File: src/rtl/rvdff_skid_pkg.sv
// Shared definitions for the rvdff_skid elastic stage: state encoding,
// occupancy width and default payload width.
package rvdff_skid_pkg;

    // Encoding is {skid_v, main_v}; 2'b10 is unreachable by construction.
    typedef enum logic [1:0] {
        EMPTY = 2'b00,
        ONE   = 2'b01,
        FULL  = 2'b11
    } state_e;

    localparam int CNT_W         = 2;
    localparam int DEFAULT_WIDTH = 16;

    function automatic logic [CNT_W-1:0] state_count(input state_e s);
        logic [CNT_W-1:0] c;
        c = '0;
        case (s)
            EMPTY:   c = 2'd0;
            ONE:     c = 2'd1;
            FULL:    c = 2'd2;
            default: c = 2'd0;
        endcase
        return c;
    endfunction

endpackage

File: src/rtl/rvdff_skid_rvdffe.sv
// Enabled payload flop; optionally cleared by the synchronous active-low reset.
module rvdffe #(
    parameter int WIDTH      = 16,
    parameter int DATA_RESET = 0
) (
    input  logic             clock,
    input  logic             reset,
    input  logic             en,
    input  logic [WIDTH-1:0] din,
    output logic [WIDTH-1:0] dout
);

    always_ff @(posedge clock) begin
        if ((DATA_RESET != 0) && !reset) begin
            dout <= '0;
        end else if (en) begin
            dout <= din;
        end
    end

endmodule

File: src/rtl/rvdff_skid.sv
// Two-entry skid buffer feeding the rvdff flop stage; ready toward the
// producer comes from a flop so out_ready never reaches in_ready combinationally.
module rvdff_skid
    import rvdff_skid_pkg::*;
#(
    parameter int WIDTH      = DEFAULT_WIDTH,
    parameter int DATA_RESET = 0
) (
    input  logic             clock,
    input  logic             reset,
    input  logic             io_flush,
    input  logic             io_in_valid,
    output logic             io_in_ready,
    input  logic [WIDTH-1:0] io_in_bits,
    output logic             io_out_valid,
    input  logic             io_out_ready,
    output logic [WIDTH-1:0] io_out_bits,
    output logic [CNT_W-1:0] io_count,
    output logic             io_clken
);

    state_e           state_q;
    state_e           state_d;
    logic [CNT_W-1:0] count_q;
    logic             main_v;
    logic             skid_v;
    logic             in_fire;
    logic             out_fire;
    logic             main_en;
    logic             skid_en;
    logic [WIDTH-1:0] main_d;
    logic [WIDTH-1:0] main_q;
    logic [WIDTH-1:0] skid_q;

    assign main_v = state_q[0];
    assign skid_v = state_q[1];

    // Reset gating is the only non-flop term on in_ready.
    assign io_in_ready  = reset & ~skid_v;
    assign io_out_valid = main_v;
    assign io_out_bits  = main_q;
    assign io_count     = count_q;

    assign in_fire  = io_in_valid & io_in_ready;
    assign out_fire = main_v & io_out_ready;
    assign io_clken = in_fire | out_fire | io_flush;

    always_ff @(posedge clock) begin
        if (!reset) begin
            state_q <= EMPTY;
            count_q <= '0;
        end else begin
            state_q <= state_d;
            count_q <= state_count(state_d);
        end
    end

    always_comb begin
        state_d = state_q;
        main_en = 1'b0;
        skid_en = 1'b0;
        main_d  = io_in_bits;
        case (state_q)
            EMPTY: begin
                if (in_fire) begin
                    main_en = 1'b1;
                    state_d = ONE;
                end
            end
            ONE: begin
                if (in_fire && out_fire) begin
                    main_en = 1'b1;
                end else if (in_fire) begin
                    skid_en = 1'b1;
                    state_d = FULL;
                end else if (out_fire) begin
                    state_d = EMPTY;
                end
            end
            FULL: begin
                if (out_fire) begin
                    main_en = 1'b1;
                    main_d  = skid_q;
                    state_d = ONE;
                end
            end
            default: state_d = EMPTY;
        endcase
        // A flush discards anything accepted this cycle, so payloads hold.
        if (io_flush) begin
            state_d = EMPTY;
            main_en = 1'b0;
            skid_en = 1'b0;
        end
    end

    rvdffe #(
        .WIDTH      (WIDTH),
        .DATA_RESET (DATA_RESET)
    ) u_main (
        .clock (clock),
        .reset (reset),
        .en    (main_en),
        .din   (main_d),
        .dout  (main_q)
    );

    rvdffe #(
        .WIDTH      (WIDTH),
        .DATA_RESET (DATA_RESET)
    ) u_skid (
        .clock (clock),
        .reset (reset),
        .en    (skid_en),
        .din   (io_in_bits),
        .dout  (skid_q)
    );

endmodule

File: config.mk
export PLATFORM = sky130hd
export DESIGN_NAME = rvdff_skid
export DESIGN_NICKNAME = d
export VERILOG_FILES = /design/src/rtl/rvdff_skid_pkg.sv /design/src/rtl/rvdff_skid_rvdffe.sv /design/src/rtl/rvdff_skid.sv
export SDC_FILE = /design/constraint.sdc
export NUM_CORES = 1
export LEC_CHECK = 0
export BUFFER_PORTS_ARGS = -buffer_cell sky130_fd_sc_hd__buf_2
export CAP_MARGIN = 20
export CORE_MARGIN = 2
export CORE_UTILIZATION = 45
export DETAILED_ROUTE_END_ITERATION = 8
export PLACE_DENSITY = 0.81
export SLEW_MARGIN = 25
export SYNTH_ARGS = -nofsm -noshare
export SYNTH_HDL_FRONTEND = slang
export SYNTH_SLANG_ARGS = --single-unit
File: constraint.sdc
create_clock -name clock -period 2.6 [get_ports clock]
set_clock_uncertainty 0.2 [all_clocks]
set_input_delay 0.26 -clock clock [delete_from_list [all_inputs] [get_ports clock]]
set_output_delay 0.26 -clock clock [all_outputs]
set_load 0.02 [all_outputs]
Word-level counts from Yosys, hierarchy flattened
Index checks and enable logic that the tools add are counted.
{ "totals": {"reg_bits": 36, "elab_cells": 34, "out_inout_bits": 21} }
{ "classes": {"n_eq_ne": 4, "n_bitwise": 6, "n_mux": 18, "reduce_logical": 2} }
{ "ops": {"columns": ["cell", "n"], "rows": [
  ["$mux 16", 2],
  ["$mux 2", 6],
  ["$mux 1", 7],
  ["$pmux 2 s3", 1],
  ["$eq 2x1->1 const B", 2],
  ["$eq 2x2->1 const B", 2],
  ["$pmux 2 s2", 1],
  ["$and 1x1->1", 3],
  ["$pmux 1 s3", 1],
  ["$logic_not 2->1", 1],
  ["$or 1x1->1", 2],
  ["$logic_and 1x1->1", 1],
  ["$not 1->1", 1]
]} }

Logic depth before layout (Yosys ltp)
{ "logic_depth": {"depth_word": 9, "depth_mapped": 4} }

By module
A second synthesis with hierarchy kept.
{ "hier_totals": {"cells_unflattened": 72, "hier_area_um2": 1396.3} }
{ "by_module_without_submodules": {"columns": ["module", "cells_per_inst", "seq_area_each_um2", "n_inst", "area_each_um2"], "rows": [
  ["rvdffe", 16, 480.5, 2, 480.5],
  ["rvdff_skid", 40, 80.1, 1, 435.4]
]} }

Worst setup path after synthesis
OpenSTA, ideal clock, no wires.
{ "synth_timing": {"path_kind": "register -> register", "start": "register state_q[0]", "end": "register u_main.dout[0] (enable)", "setup_ns": 0.414, "stages_incl_launch_ff": 4, "period_less_slack_ns": 2.614, "t_arrival_ns": 2.000, "path_slack_ns": -0.014, "cell_sequence": "dfxtp_1 > buf_2 > a22oi_1 > a211oi_1"} }
{ "synth_between": {"elab_chain_cells": 5} }
{ "synth_lines": {"columns": ["element", "line", "source"], "rows": [
  ["start: declaration", "rvdff_skid.sv:22", "state_e state_q;"],
  ["start signal: assignment", "rvdff_skid.sv:53", "state_q <= state_d;"],
  ["$and 1x1->1", "rvdff_skid.sv:45", "assign out_fire = main_v & io_out_ready;"],
  ["$logic_and 1x1->1", "rvdff_skid.sv:71", "if (in_fire && out_fire) begin"],
  ["$mux 1", "rvdff_skid.sv:71", null],
  ["$pmux 1 s3 *", "rvdff_skid.sv:63", "case (state_q)"],
  ["$mux 1 *", "rvdff_skid.sv:90", "if (io_flush) begin"],
  ["named net main_en", "rvdff_skid.sv:29", "logic main_en;"],
  ["end signal: assignment", "rvdff_skid_rvdffe.sv:17", "dout <= din;"],
  ["end: declaration", "rvdff_skid_rvdffe.sv:10", "output logic [WIDTH-1:0] dout"]
]} }
Mark *: on every way through the listed nets, which the timed path passes. The rest lies on a longest branch.
A chain may end at the register's enable or synchronous reset.

Worst setup path after layout
{ "layout_timing": {"start": "register state_q[1]", "end": "output port io_clken"} }
{ "layout_between": {"elab_chain_cells": 5} }
{ "layout_lines": {"columns": ["element", "line", "source"], "rows": [
  ["$not 1->1", "rvdff_skid.sv:39", "assign io_in_ready = reset & ~skid_v;"],
  ["$and 1x1->1", "rvdff_skid.sv:39", null],
  ["$and 1x1->1", "rvdff_skid.sv:44", "assign in_fire = io_in_valid & io_in_ready;"],
  ["$or 1x1->1 (2 in series)", "rvdff_skid.sv:46", "assign io_clken = in_fire | out_fire | io_flush;"],
  ["end: declaration", "rvdff_skid.sv:19", "output logic io_clken"]
]} }
No other way between the ends.

==> out/metrics.cfg <==
[placed_design]
routabilityCongestion=0.679
io_buffers=41
place_ws_ns=0.926
detailed_place_hpwl_mm=1.71
post-place-cells=147

[route]
routed_wirelength_mm=2.56
first_iter_violations=35
wl_met1_mm=1.08
routed-wl-met2_mm=1.27
viasPerCell=4.98
maxUsedRoutingLayer=met4
drt-wirelength-per-cell_um=15.0
ant_nets=0
vias=847
drc_errors=0
route.met3.wl_um=155
firstDrtPassIters=4

[cells_and_area]
fin_util_pct=62.0
final_cells=170
synthToLayoutAreaGrowth_pct=32.9
num_antenna_cells=0
nets=158
drive_gt1_share_pct=48.9

[floorplan]
start_util_pct=46.7
fp.dieH_um=59.8
dieArea_um2=3580
die_w_um=59.8
core_area_um2=3000
io_pins=42
rows=20

[setup_path]
crit_fanout=7
path_class=reg2out
worstSetupStartpointType=register
crit_path_end_kind=output port
required_ns=2.14
arrival_ns=1.55

[yosys]
synth_area_leader_cell=edfxtp_1
avgSynthCellArea_um2=19.2
syn_inst=73
synth_top_area_share_pct=68.6
synth_area_um2=1400
synthTopCellsByArea=edfxtp_1, mux2_4, dfxtp_1
synthMuxAreaShare_pct=15.5
syn-num-nets=94
ys_ff_latch=36
synth_top_family_by_area=multiplexers
yosys.area_share.simple_pct=5.09
synth_cell_type_count=19
synthAdderAreaFrac_pct=0
synth-compound-area-share_pct=3.04
ys_warn_count=0
synth-xor-area-share_pct=0.625
synth_seq_area_share_pct=74.3

[clock_network]
post_cts_buffers=0
h-tree-depth=2
cts_buffer_depth=2
cts.sinks=36
clk_pin_slew_ns=0.10
cts_buffers=5
cts.repair.resized=0
cts_tree=yes
cts_root_buf=clkbuf_4
clock_latency_ns=0.33

[power]
p_sw_mw=0.214
power.internal_mw=0.787
vdd_drop_max_uv=263
power_mw=1.00
p_seq_share_pct=64.3
p_comb_share_pct=9.8
switching_share_pct=21.4
clock_power_share_pct=25.9
p_leak_nw=0.752
power.density_nw_per_um2=538

[timing]
max_clock_freq_ghz=0.498
slew_violations=0
timing.slew.headroom_pct=76.5
tns_ns=0
finalHoldViolations=0
tightest_slew_ns=0.352
fin_crit_sh_pct=77.2
setup_viol=0
worst_slack_ns=0.593
min_period_ns=2.01
rsz0062_at_grt=no

[hold_path]
min_path_type=in2reg

[global_route]
grt_overflow=0
first_global_vias=868
antenna_found_initial=0
grt_max_degree=17
grt_pass1_wl_mm=3.97
grt_usage_pct=15.8

[job]
drv_cap=0

[status]
status=finished clean

==> worst max-delay path, stage by stage, from the launching register on <==
cell and delay, ns:
dfxtp_1 0.47, and2b_1 0.25, a221o_1 0.34, buf_2 0.16
==> cells in the mapped netlist <==
master / count
a211oi_1: 2
a21oi_1: 1
a221o_1: 1
a22oi_1: 1
and2b_1: 2
buf_2: 1
buf_6: 1
dfxtp_1: 4
edfxtp_1: 32
inv_1: 1
mux2_2: 6
mux2_4: 10
nand2_1: 1
nand2b_1: 2
nand3_4: 1
nor2_1: 2
nor3_1: 3
o21ai_0: 1
xnor2_1: 1
==> state kept, by name (all words and copies together), names as in the netlist <==
name         flops
state_q          2
io_count         2
u_main.dout     16
u_skid.dout     16
==> worst paths after layout <==
kind / cells past startpoint / from / end / slack, ns
min reg2reg: 1 / u_skid.dout[10] / u_main.dout[10] / 0.35
min: 3 / io_in_valid / state_q[1] / 0.06
max: 3 / state_q[1] / io_clken / 0.59
max reg2reg: 3 / state_q[0] / u_skid.dout[8] / 0.89
==> metrics by stage <==
stage | hold WS (ns) | area [um2]
2_1_floorplan | 0.159 | 1410
3_3_place_gp | 0.258 | 1660
3_5_place_dp | 0.259 | 1660
4_1_cts | 0.0508 | 1860
5_1_grt | 0.0812 | 1860
6_report | 0.0648 | 1860
==> placed cells by master (no fill, tap or decap), drive strengths merged <==
| cell | instances |
|---|---|
| buf | 43 |
| edfxtp | 32 |
| dlygate4sd3 | 16 |
| mux2 | 16 |
| clkbuf | 5 |
| dfxtp | 4 |
| nor3 | 3 |
| and2b | 2 |
| nand2b | 2 |
| nor2 | 2 |
| clkinv | 2 |
| a211oi | 2 |
| nand3 | 1 |
| a221o | 1 |
| inv | 1 |
| nand2 | 1 |
| a22oi | 1 |
| o21ai | 1 |
| a21oi | 1 |
| xnor2 | 1 |
==> kinds of logic (layout without fill, tap and decap cells) <==
group | count (synthesis) | in the layout
XOR/XNOR | 1 | 1
AND/OR/NAND/NOR | 11 | 11
AO/OA/AOI/OAI | 6 | 6
buffers and inverters | 3 | 67
multiplexers | 16 | 16
flip-flops | 36 | 36
==> what timing repair did <==
item,CTS,global route
endpoints found under the setup margin,0,0
hold endpoints to repair,16,0
hold buffers,16,0
==> power groups by stage <==
stage	registers (mW)	logic, mW	clock network, mW
after floorplan	0.667	0.0333	0
final	0.644	0.0981	0.259
after global routing	0.645	0.106	0.297
after global placement	0.657	0.0762	0
after detailed placement	0.657	0.0794	0
after CTS	0.644	0.0986	0.270
==> per-layer routing <==
layer,GRT usage (%),vias to the layer above
met3,4.55,7
met5,0,-
met4,9.21,0
li1,-,409
met1,18.5,397
met2,25.8,34
==> cell type report <==
| class | instances | area (um2) |
|---|---|---|
| clock inverter | 2 | 7.51 |
| multi-input combinational | 34 | 350 |
| inverter | 1 | 3.75 |
| sequential | 36 | 1040 |
| tap | 33 | 41.3 |
| clock buffer | 5 | 37.5 |
| fill | 227 | 1140 |
| timing repair buffer | 59 | 380 |
Power figures use the tool's default switching activity.
